File: src/rtl/store_write_buffer_pkg.sv
// Shared definitions for the store write buffer: funct3 store sizes, strobe width
// and the per-entry lane layout (the word address is held alongside in the top).
package store_write_buffer_pkg;

    localparam logic [2:0] SIZE_B = 3'b000;
    localparam logic [2:0] SIZE_H = 3'b001;
    localparam logic [2:0] SIZE_W = 3'b010;

    localparam int STRB_W = 4;
    localparam int DATA_W = 32;

    typedef struct packed {
        logic [DATA_W-1:0] wdata;
        logic [STRB_W-1:0] wstrb;
    } swb_lane_t;

endpackage

File: src/rtl/store_lane_align.sv
// Combinational byte-lane alignment of right-justified store data into a 32-bit
// memory word, with byte strobes and a flag for misaligned or unknown sizes.
module store_lane_align
    import store_write_buffer_pkg::*;
(
    input  logic [2:0]        size,
    input  logic [1:0]        off,
    input  logic [DATA_W-1:0] data,
    output logic [DATA_W-1:0] wdata,
    output logic [STRB_W-1:0] wstrb,
    output logic              illegal
);

    always_comb begin
        wdata   = data;
        wstrb   = '0;
        illegal = 1'b0;
        case (size)
            SIZE_B: begin
                wdata = {4{data[7:0]}};
                wstrb = 4'b0001 << off;
            end
            SIZE_H: begin
                wdata   = {2{data[15:0]}};
                wstrb   = 4'b0011 << off;
                illegal = off[0];
            end
            SIZE_W: begin
                wstrb   = 4'b1111;
                illegal = (off != 2'b00);
            end
            default: illegal = 1'b1;
        endcase
    end

endmodule

File: src/rtl/store_write_buffer.sv
// Store write buffer: aligns core stores to byte lanes and queues them in a FIFO
// feeding a valid/ready memory write port. STORE_WRITE_BUFFER_FWD_HAZARD_EN adds
// a load-address hazard check against all pending entries.
module store_write_buffer
    import store_write_buffer_pkg::*;
#(
    parameter int DEPTH  = 4,
    parameter int ADDR_W = 32
) (
    input  logic              swb_clk,
    input  logic              swb_rst,
    input  logic              swb_in_valid,
    output logic              swb_in_ready,
    input  logic [ADDR_W-1:0] swb_in_addr,
    input  logic [DATA_W-1:0] swb_in_data,
    input  logic [2:0]        swb_in_size,
    output logic              swb_err,
    output logic              swb_mem_valid,
    input  logic              swb_mem_ready,
    output logic [ADDR_W-1:0] swb_mem_addr,
    output logic [DATA_W-1:0] swb_mem_wdata,
    output logic [STRB_W-1:0] swb_mem_wstrb,
    output logic              swb_empty
`ifdef STORE_WRITE_BUFFER_FWD_HAZARD_EN
    ,
    input  logic [ADDR_W-1:0] swb_ld_addr,
    output logic              swb_ld_hazard
`endif
);

    localparam int              PTR_W    = $clog2(DEPTH);
    localparam logic [PTR_W:0]  CNT_FULL = (PTR_W+1)'(DEPTH);
    localparam logic [PTR_W:0]  CNT_ONE  = (PTR_W+1)'(1);
    localparam logic [PTR_W-1:0] PTR_ONE = PTR_W'(1);

    logic [PTR_W-1:0]  wr_ptr;
    logic [PTR_W-1:0]  rd_ptr;
    logic [PTR_W:0]    count;
    logic              err_p1;

    logic [ADDR_W-3:0] word_mem [DEPTH];
    swb_lane_t         lane_mem [DEPTH];

    swb_lane_t         lane_p0;
    logic              illegal_p0;
    logic              offer;
    logic              push;
    logic              pop;

    store_lane_align u_align (
        .size    (swb_in_size),
        .off     (swb_in_addr[1:0]),
        .data    (swb_in_data),
        .wdata   (lane_p0.wdata),
        .wstrb   (lane_p0.wstrb),
        .illegal (illegal_p0)
    );

    // in_ready depends only on registered count, never on mem_ready
    assign swb_in_ready  = (count != CNT_FULL);
    assign swb_mem_valid = (count != '0);
    assign swb_empty     = (count == '0);
    assign swb_err       = err_p1;

    assign offer = swb_in_valid && swb_in_ready;
    assign push  = offer && !illegal_p0;
    assign pop   = swb_mem_valid && swb_mem_ready;

    assign swb_mem_addr  = {word_mem[rd_ptr], 2'b00};
    assign swb_mem_wdata = lane_mem[rd_ptr].wdata;
    assign swb_mem_wstrb = lane_mem[rd_ptr].wstrb;

    // ---- stage p0 -> p1: FIFO control and error pulse ----
    always_ff @(posedge swb_clk) begin
        if (swb_rst) begin
            wr_ptr <= '0;
            rd_ptr <= '0;
            count  <= '0;
            err_p1 <= 1'b0;
        end else begin
            err_p1 <= offer && illegal_p0;
            if (push) wr_ptr <= wr_ptr + PTR_ONE;
            if (pop)  rd_ptr <= rd_ptr + PTR_ONE;
            if (push && !pop)      count <= count + CNT_ONE;
            else if (pop && !push) count <= count - CNT_ONE;
        end
    end

    // Storage is data only; stale slots are never visible because count gates them.
    always_ff @(posedge swb_clk) begin
        if (push) begin
            word_mem[wr_ptr] <= swb_in_addr[ADDR_W-1:2];
            lane_mem[wr_ptr] <= lane_p0;
        end
    end

`ifdef STORE_WRITE_BUFFER_FWD_HAZARD_EN
    logic unused_ld_off;
    assign unused_ld_off = ^swb_ld_addr[1:0];

    // Scan occupied slots from the head; a popping head entry still matches.
    always_comb begin
        swb_ld_hazard = 1'b0;
        for (int i = 0; i < DEPTH; i++) begin
            if (((PTR_W+1)'(i) < count) &&
                (word_mem[rd_ptr + PTR_W'(i)] == swb_ld_addr[ADDR_W-1:2]))
                swb_ld_hazard = 1'b1;
        end
    end
`endif

endmodule

File: config.mk
export PLATFORM = sky130hd
export DESIGN_NAME = store_write_buffer
export DESIGN_NICKNAME = d
export VERILOG_FILES = /design/src/rtl/store_write_buffer_pkg.sv /design/src/rtl/store_lane_align.sv /design/src/rtl/store_write_buffer.sv
export SDC_FILE = /design/constraint.sdc
export NUM_CORES = 1
export LEC_CHECK = 0
export CAP_MARGIN = 20
export CORE_MARGIN = 4
export CORE_UTILIZATION = 60
export DETAILED_ROUTE_END_ITERATION = 12
export DONT_BUFFER_PORTS = 1
export GPL_TIMING_DRIVEN = 0
export MAX_ROUTING_LAYER = met4
export PLACE_DENSITY_LB_ADDON = 0.3
export RECOVER_POWER = 25
export SETUP_SLACK_MARGIN = 0.4
export SYNTH_ARGS = -nofsm -noshare
export SYNTH_HDL_FRONTEND = slang
export SYNTH_SLANG_ARGS = --single-unit
File: constraint.sdc
create_clock -name swb_clk -period 6.93 [get_ports swb_clk]
set_clock_uncertainty 0.05 [all_clocks]
set_input_delay 0.693 -clock swb_clk [delete_from_list [all_inputs] [get_ports swb_clk]]
set_output_delay 0.693 -clock swb_clk [all_outputs]
set_load 0.02 [all_outputs]
Word-level counts from Yosys, hierarchy flattened
Memories as Yosys holds them, arrays and structs flattened. A register that Yosys moved wholly into a read port is not among the register bits.
Cells that the tools add are included.
{"block": "totals", "reg_bits": 8, "ramBits": 264, "input_bits": 71, "output_inout_bits": 72, "wordCells": 40, "memories": 2}
{"name": "lane_mem", "words": 4, "width": 36, "read_ports": 1, "rd_ports_with_merged_regs": 1, "write_ports": 1, "line_no": "store_write_buffer.sv:42", "text": "swb_lane_t lane_mem [DEPTH];"}
{"name": "word_mem", "words": 4, "width": 30, "read_ports": 1, "rd_ports_with_merged_regs": 1, "write_ports": 1, "line_no": "store_write_buffer.sv:41", "text": "logic [ADDR_W-3:0] word_mem [DEPTH];"}
{"block": "classes", "add_sub_neg": 4, "n_eq_ne": 3, "n_shift": 2, "muxes": 11, "n_reduce_logical": 14}
{"op": "case mux 32 bit (2 select lines)", "n": 1}
{"op": "case mux 4 bit (3 select lines)", "n": 1}
{"op": "two-way mux 2 bit", "n": 4}
{"op": "logical AND 1 bit", "n": 6}
{"op": "zero test 3 bit", "n": 2}
{"op": "two-way mux 3 bit", "n": 2}
{"op": "adder 2 x 1 -> 2 bit (second input constant)", "n": 2}
{"op": "nonzero test 2 bit", "n": 2}
{"op": "<< shifter 1 x 2 -> 4 bit (first input constant)", "n": 1}
{"op": "<< shifter 2 x 2 -> 4 bit (first input constant)", "n": 1}
{"op": "adder 3 x 1 -> 3 bit (second input constant)", "n": 1}
{"op": "equality test 3 x 1 -> 1 bit (second input constant)", "n": 1}
{"op": "equality test 3 x 2 -> 1 bit (second input constant)", "n": 1}
{"op": "zero test 1 bit", "n": 3}
{"op": "!= test 3 bit (second input constant)", "n": 1}
{"op": "case mux 1 bit (3 select lines)", "n": 1}
{"op": "nonzero test 3 bit", "n": 1}
{"op": "subtractor 3 x 1 -> 3 bit (second input constant)", "n": 1}
{"op": "two-way mux 1 bit", "n": 2}

Logic depth before layout (Yosys ltp)
Gate-level depths: netlist of run 1.
{"block": "depth", "word_depth": 8, "mapped_depth": 10, "depth_no_buf": 9}

Modules after synthesis
From an unflattened synthesis of run 1, not the netlist that was laid out.
{"block": "unflattened", "hier_cells": 470, "area_unflattened_um2": 10618.9}
{"mod": "store_write_buffer", "n_inst": 1, "cells_per_inst": 399, "area_per_inst_um2": 10057.1, "seq_area_each_um2": 8127.8}
{"mod": "store_lane_align", "n_inst": 1, "cells_per_inst": 71, "area_per_inst_um2": 561.8, "seq_area_each_um2": 0.0}

Least setup slack after synthesis of run 1
Ideal clock, no wire load.
{"block": "synth_path", "kind": "input to register", "from": "input port swb_in_size[1]", "to": "memory lane_mem[0][0] (netlist name), enable pin", "setup_ns": 0.431, "arrival_time_ns": 2.940, "t_required_ns": 6.449, "slack_ns": 3.509, "cell_stages": 5, "n_path_buf": 1, "cell_sequence": "buf_4 > a21oi_1 > nor2_2 > nor3_4 > and2_1"}
{"block": "synth_between", "elab_chain_len": 6, "elab_cells_between_ends": 8, "cone_classes": "2 x eq/ne; 3 x mux; 3 x reduce/logical"}
{"item": "start: declaration", "line_no": "store_write_buffer.sv:16", "text": "input logic [2:0] swb_in_size,"}
{"item": "equality test 3 x 2 -> 1 bit, or another cell as far along", "line_no": "store_lane_align.sv:18", "text": "case (size)"}
{"item": "case mux 1 bit (3 select lines) *", "line_no": "store_lane_align.sv:18"}
{"item": "zero test 1 bit *", "line_no": "store_write_buffer.sv:66", "text": "assign push = offer && !illegal_p0;"}
{"item": "logical AND 1 bit *", "line_no": "store_write_buffer.sv:66"}
{"item": "via push", "line_no": "store_write_buffer.sv:47", "text": "logic push;"}
{"item": "two-way mux 1 bit *", "line_no": "store_write_buffer.sv:91", "text": "if (push) begin"}
{"item": "two-way mux 1 bit (not written as such) *", "line_no": "store_write_buffer.sv:93", "text": "lane_mem[wr_ptr] <= lane_p0;"}
{"item": "end: declaration", "line_no": "store_write_buffer.sv:42"}
Mark *: on every way through the listed nets, which the timed path passes. The rest lies on a longest branch.

==> results of run 1 <==
## sequential cells by signal, indices dropped and copies added (netlist names), named ones only
| register | flops |
|---|---|
| count | 3 |
| word_mem | 120 |
| lane_mem | 144 |
| wr_ptr | 2 |
| rd_ptr | 2 |
| swb_err | 1 |
## through the flow
step	instances	hold WS (ps)	instance area [sq um]
after floorplan	465	411	10600
after global placement	690	422	10800
after detailed placement	694	451	11000
after CTS	741	204	11800
after global routing	743	196	11800
final	743	222	11800
## Yosys cell counts, types with 2 or more instances
library cell | n | area [sq um]
and2_1 | 4 | 25.0
or3_1 | 3 | 18.8
nor2_1 | 20 | 75.1
nor2_2 | 2 | 12.5
mux2i_1 | 10 | 100
clkbuf_1 | 3 | 11.3
buf_6 | 5 | 56.3
nor3_4 | 3 | 48.8
mux2_4 | 9 | 135
xor2_1 | 4 | 35.0
buf_4 | 4 | 30.0
edfxtp_1 | 264 | 7930
mux4_2 | 66 | 1490
ha_1 | 5 | 62.6
a21oi_1 | 12 | 60.1
mux2_1 | 8 | 90.1
inv_1 | 4 | 15.0
dfxtp_1 | 10 | 200
nand2b_1 | 4 | 25.0
a211oi_1 | 2 | 15.0
buf_2 | 11 | 55.1
## metal layers
metal  routed length, um  global-route usage  vias to the layer above
li1                    -                   -                     1995
met1                7420               0.268                     2364
met2                9440               0.315                      162
met3                1690              0.0580                       25
met4                 272              0.0428                        0
met5                   0                   -                        -
## worst paths after layout
check                     endpoint  slack (ps)            from
setup / recovery  swb_mem_wdata[8]        4160        register
hold / removal      lane_mem[3][7]         220  swb_in_data[3]
setup reg to reg          count[2]        4370        count[0]
hold reg to reg           count[2]         460        count[2]
## area by class of cell
class	count	area [sq um]	share of cell area
Antenna cell	2	5.00	0.000425
Buffer	23	153	0.0130
Clock buffer	31	691	0.0587
Clock inverter	16	98.8	0.00840
Inverter	4	15.0	0.00128
Multi-Input combinational cell	164	2280	0.194
Sequential cell	274	8130	0.691
Tap cell	225	282	0.0239
Timing Repair Buffer	4	110	0.00936
## cells by family after synthesis
family / Yosys count / share of synthesized area
and+or+nand+nor: 43 / 0.0235
DFF: 274 / 0.769
xor gates and xnor gates: 4 / 0.00332
buffers and inverters: 27 / 0.0159
other: 1 / 0.000355
AOI/OAI and AO/OA: 16 / 0.00829
adders and majority gates: 6 / 0.00782
muxes: 93 / 0.172
## power by group
group / leakage (nW) / switching, mW / total, mW / internal (mW)
combinational: 0.853 / 0.535 / 0.894 / 0.358
sequential: 2.47 / 0.0256 / 1.90 / 1.87
clock: 0.392 / 0.556 / 1.30 / 0.744
total: 3.71 / 1.12 / 4.09 / 2.98
==> metrics.md, run 1 <==
| Metric | Value |
|---|---|
| PnR worst setup slack | `4160 ps` |
| DRC viols | `0` |
| Via/cell ratio | `6.12` |
| Final period util | `0.400` |
| Synth Register Bits | `274` |
| Most frequent cells in the layout | `264 x edfxtp_1, 66 x mux4_2, 27 x clkbuf_16, 20 x nor2_1, 12 x a21oi_1` |
| RD Place Congestion | `0.758` |
| Leakage | `3.71 nW` |
| Global-route wire length before repair | `29300 um` |
| Final setup violation count | `0` |
| Initial antenna violation count | `2` |
| Postcts setup bufs | `0` |
| Total grt overflow | `0` |
| VDD IR-drop max | `0.272 mV` |
| Layout cells sized above 1 | `0.279` |
| Post-cts gate resize count | `0` |
| Iter 0 DRT Violations | `303` |
| Critical path cell sequence | `buf_4 > buf_6 > mux4_2` |
| DR pass1 iterations | `4` |
| Yosys warns | `0` |
| Rel. slew slack | `0.586` |
| Most common cell after layout, fill and taps aside | `edfxtp_1` |
| Critical Path Source Type | `register` |
| Post-synth ARST share | `0` |
| Reg clk slew, reported paths | `60 ps` |
| Worst-Margin Slew | `619 ps` |
| Power density over cell area | `348 mW/mm^2` |
| Finished Core Util | `0.680` |
| Hold-critical path depth | `0` |
| Core area | `0.0173 sq mm` |
| Row count | `48` |
| RSZ-0062 raised after global routing | `false` |
| Largest net degree at the start of global routing | `51` |
| Layout area overhead | `11.4%` |
| Total Routing Usage GR | `0.200` |
| CTS Sinks | `274` |
| Worst path required time | `6190 ps` |
| Post-synthesis sequential area ratio | `0.769` |
| Syn Inst Count | `464` |
| Placed wire-length estimate | `12000 um` |
| Reg2reg path depth | `9` |
| Die W | `141 um` |
| Worst-Skew Late Latency | `510 ps` |
| Die Span Y | `141 um` |
| # fillers | `1081` |
| CP bufs+invs | `2` |
| Number of global-route vias before repair | `4822` |
| Post-CTS Hold Buffers | `0` |
| Post-synth EDFFs | `264` |
| Arrival time worst endpoint | `2030 ps` |
| Worst Hold Class | `primary input to register` |
| Overall Power | `4.09 mW` |
| Clk buf depth | `3` |
| Synth cell types | `32` |
| Syn Area/Cell | `22.8 sq um` |
| Max-cap violations | `0` |
| WL/cell | `25.3 um` |
| # IOs | `143` |
| Final count of pins violating max slew | `0` |
| Setup TNS | `0 ps` |
| Die ar. | `0.0198 sq mm` |
| Fin nets | `574` |
| CTS buffer count | `26` |
| Crit path time final | `2770 ps` |
| Crit-path leading delay family | `multiplexers` |
| Max H-tree Level | `1` |
| CP max stage cell | `mux4_2` |
| Critical Path Sink Type | `output port` |
| F_max | `361 MHz` |
| Final wirelength | `18800 um` |
| Number of cells on the critical path | `3` |
| Post-Place Setup Slack | `4050 ps` |
| CP max stage delay | `630 ps` |
| Outcome | `finished clean` |
| Final Hold Fails | `0` |
| CTS tree | `done` |
| CP max FO | `10` |
| Top_reg_cell synth | `edfxtp_1` |
| Initial Utilization | `0.611` |
| Crit path kind | `register to output port` |
| CTS Root Cell | `clkbuf_16` |
| Synthesized area | `0.0106 sq mm` |
| Via count | `4546` |
| IO Port Bufs | `0` |
| Antenna-violating nets left | `0` |
Power figures use the tool's default switching activity.
==> run 2, diff against run 1 <==
- CORE_UTILIZATION: 60 -> 57
- clock period: 6.93 -> 2.45 ns (I/O delays scaled with it)
==> run 2 against run 1 <==
Net effect:
- critical path depth is 5 higher
- non-clock buffer count is 82 higher
- sequential share of layout area is 6.2 points lower
- clock-buffer cell count is 11 higher
- core utilization is 3.5 points higher
- global-route usage is 1.4 points higher
- via count is 9.2% higher
- sequential cell count stayed put
- first-iteration DRC count is 25% higher
- critical endpoint is now count[2]
- largest cell class unchanged
- largest power group unchanged
==> metrics.md, run 2 (same netlist as run 1, synthesis figures left out) <==
| Metric | Value |
|---|---|
| Worst-Margin Slew | `683 ps (+63.8 ps)` |
| Final period util | `0.912` |
| RD Place Congestion | `0.745 (-1.7%)` |
| Power density over cell area | `982 mW/mm^2 (+180%)` |
| Most frequent cells in the layout | `264 x edfxtp_1, 66 x mux4_2, 57 x dlygate4sd3_1, 29 x clkbuf_16, 20 x nor2_1` |
| Uppermost layer routed | `met4` |
| CTS buffer count | `27 (+3.8%)` |
| Final Hold Fails | `0 (unchanged)` |
| RSZ-0062 raised after global routing | `true` |
| Iter 0 DRT Violations | `380 (+25%)` |
| F_max | `447 MHz` |
| Total grt overflow | `0 (unchanged)` |
| DR pass1 iterations | `4 (unchanged)` |
| Max-cap violations | `0 (unchanged)` |
| Crit path time final | `2230 ps` |
| Max reg flops | `144 (unchanged)` |
| Via/cell ratio | `5.99 (-2.2%)` |
| Total Routing Usage GR | `0.215 (+0.0144)` |
| Top reg by flops | `lane_mem` |
| Layout cells sized above 1 | `0.300 (+0.0209)` |
| Critical Path Sink Type | `register` |
| Final Instance Area | `0.0129 sq mm (+9.9%)` |
| Final count of pins violating max slew | `0 (unchanged)` |
| Initial antenna violation count | `0 (-2)` |
| Critical Path Source Type | `register` |
| Crit path kind | `register to register` |
| PnR worst setup slack | `215 ps (-3940 ps)` |
| Worst path required time | `2830 ps (-3360 ps)` |
| Arrival time worst endpoint | `2620 ps (+590 ps)` |
| WL/cell | `26.0 um (+2.6%)` |
| Rel. slew slack | `0.543 (-0.0427)` |
| Most common cell after layout, fill and taps aside | `edfxtp_1` |
| CP max FO | `4 (-6)` |
| # IOs | `143 (unchanged)` |
| Area taken by multi-input logic gates | `0.00233 sq mm (+2.0%)` |
| IO Port Bufs | `0 (unchanged)` |
| Dpl cell area | `0.0110 sq mm (+0.11%)` |
| Layout area overhead | `22.4%` |
| Reg clk slew, reported paths | `60 ps (about the same)` |
| Max H-tree Level | `1 (unchanged)` |
| Largest registers | `lane_mem: 144 flops, word_mem: 120 flops, count: 3 flops` |
| Final wirelength | `21600 um (+15%)` |
| DRC viols | `0 (unchanged)` |
| Post-Place Setup Slack | `-69.9 ps (-4120 ps)` |
| Clk buf depth | `3 (unchanged)` |
| Placed wire-length estimate | `12300 um (+2.6%)` |
| Die Span Y | `144 um (+2.4%)` |
| Outcome | `finished clean` |
| Fin nets | `660 (+15%)` |
| Via count | `4963 (+9.2%)` |
| Initial Utilization | `0.584 (-0.0267)` |
| Leakage | `4.20 nW (+13%)` |
| Final setup violation count | `0 (unchanged)` |
| Die ar. | `0.0208 sq mm (+5.0%)` |
| Die W | `144 um (+2.4%)` |
| # fillers | `1058 (-2.1%)` |
| Core area | `0.0181 sq mm (+4.6%)` |
| VDD IR-drop max | `0.739 mV (+170%)` |
| Largest net degree at the start of global routing | `49 (-3.9%)` |
| Wire length on met3 | `1690 um (about the same)` |
| Worst-Skew Late Latency | `510 ps (about the same)` |
| Antenna-violating nets left | `0 (unchanged)` |
| Wl on met1 | `8280 um (+12%)` |
| Overall Power | `12.7 mW (+210%)` |
| Metal2 WL | `11300 um (+19%)` |
| Worst Hold Class | `primary input to register` |
| Register Area | `0.00814 sq mm (+0.12%)` |
| Global-route wire length before repair | `31800 um (+8.6%)` |
| Row count | `49 (+2.1%)` |
| CTS tree | `done` |
| CTS Root Cell | `clkbuf_16` |
| CTS Sinks | `274 (unchanged)` |
| N_diodes | `0 (-2)` |
| Number of global-route vias before repair | `5332 (+11%)` |
[run 2: final timing paths]
path,startpoint,endpoint,slack (ps),cells past startpoint
setup reg to reg,count[1],count[2],220,8
hold / removal,swb_in_data[28],lane_mem[2][32],20,2
hold reg to reg,wr_ptr[1],wr_ptr[1],490,2
setup / recovery,count[1],count[2],220,8
[run 2: worst max-delay path, stage by stage (launching register included)]
cell	delay, ps
dfxtp_4	350
or3_4	430
nand2_2	110
ha_2	180
inv_2	40
fa_2	320
xor2_1	170
or3_1	330
a21oi_2	170
[run 2: per-stage QoR]
step	hold WS, ps	util	TNS, ps	std cells
2_1_floorplan	294	-	0	465
3_3_place_gp	294	0.601	-135090	694
4_1_cts	1.68	0.709	0	824
6_report	22.5	0.715	0	829
5_1_grt	27.6	0.715	0	829
3_5_place_dp	294	0.607	-69.9	698
[run 2: final cells by class]
cell class | count | area share
flip-flops and latches | 274 | 0.629
multi-input cells | 167 | 0.180
repair buffers | 86 | 0.0871
clock buffers | 42 | 0.0566
well taps | 229 | 0.0222
plain buffers | 23 | 0.0184
clock inverters | 4 | 0.00542
inverters | 4 | 0.00116
[run 2: report_power, final]
part	total (mW)	internal, mW	leakage (nW)	switching (mW)
logic	3.53	1.73	1.34	1.79
registers	5.39	5.31	2.47	0.0748
clock network	3.79	2.24	0.387	1.55
total	12.7	9.29	4.20	3.42
[run 2: timing repair]
item | 4_1_cts | 5_1_grt
endpoints found under the hold margin | 219 | 0
setup endpoints to repair | 246 | 68
pin swaps | 8 | 4
setup buffers | 12 | 3
resized for setup | 37 | 12
gates cloned | 11 | 2
hold buffers | 57 | 0
[run 2: layer usage]
metal  global-route usage  vias to the layer above
met4               0.0520                        0
met5                    -                        -
met1                0.275                     2581
met3               0.0453                       26
met2                0.359                      189
li1                     -                     2167
==> run 3, diff against run 2 <==
- CAP_MARGIN: 20 -> 25
- TNS_END_PERCENT: unset -> 100
==> results of run 3 <==
The final DEF is identical to that of run 2; final timing and power are the same.
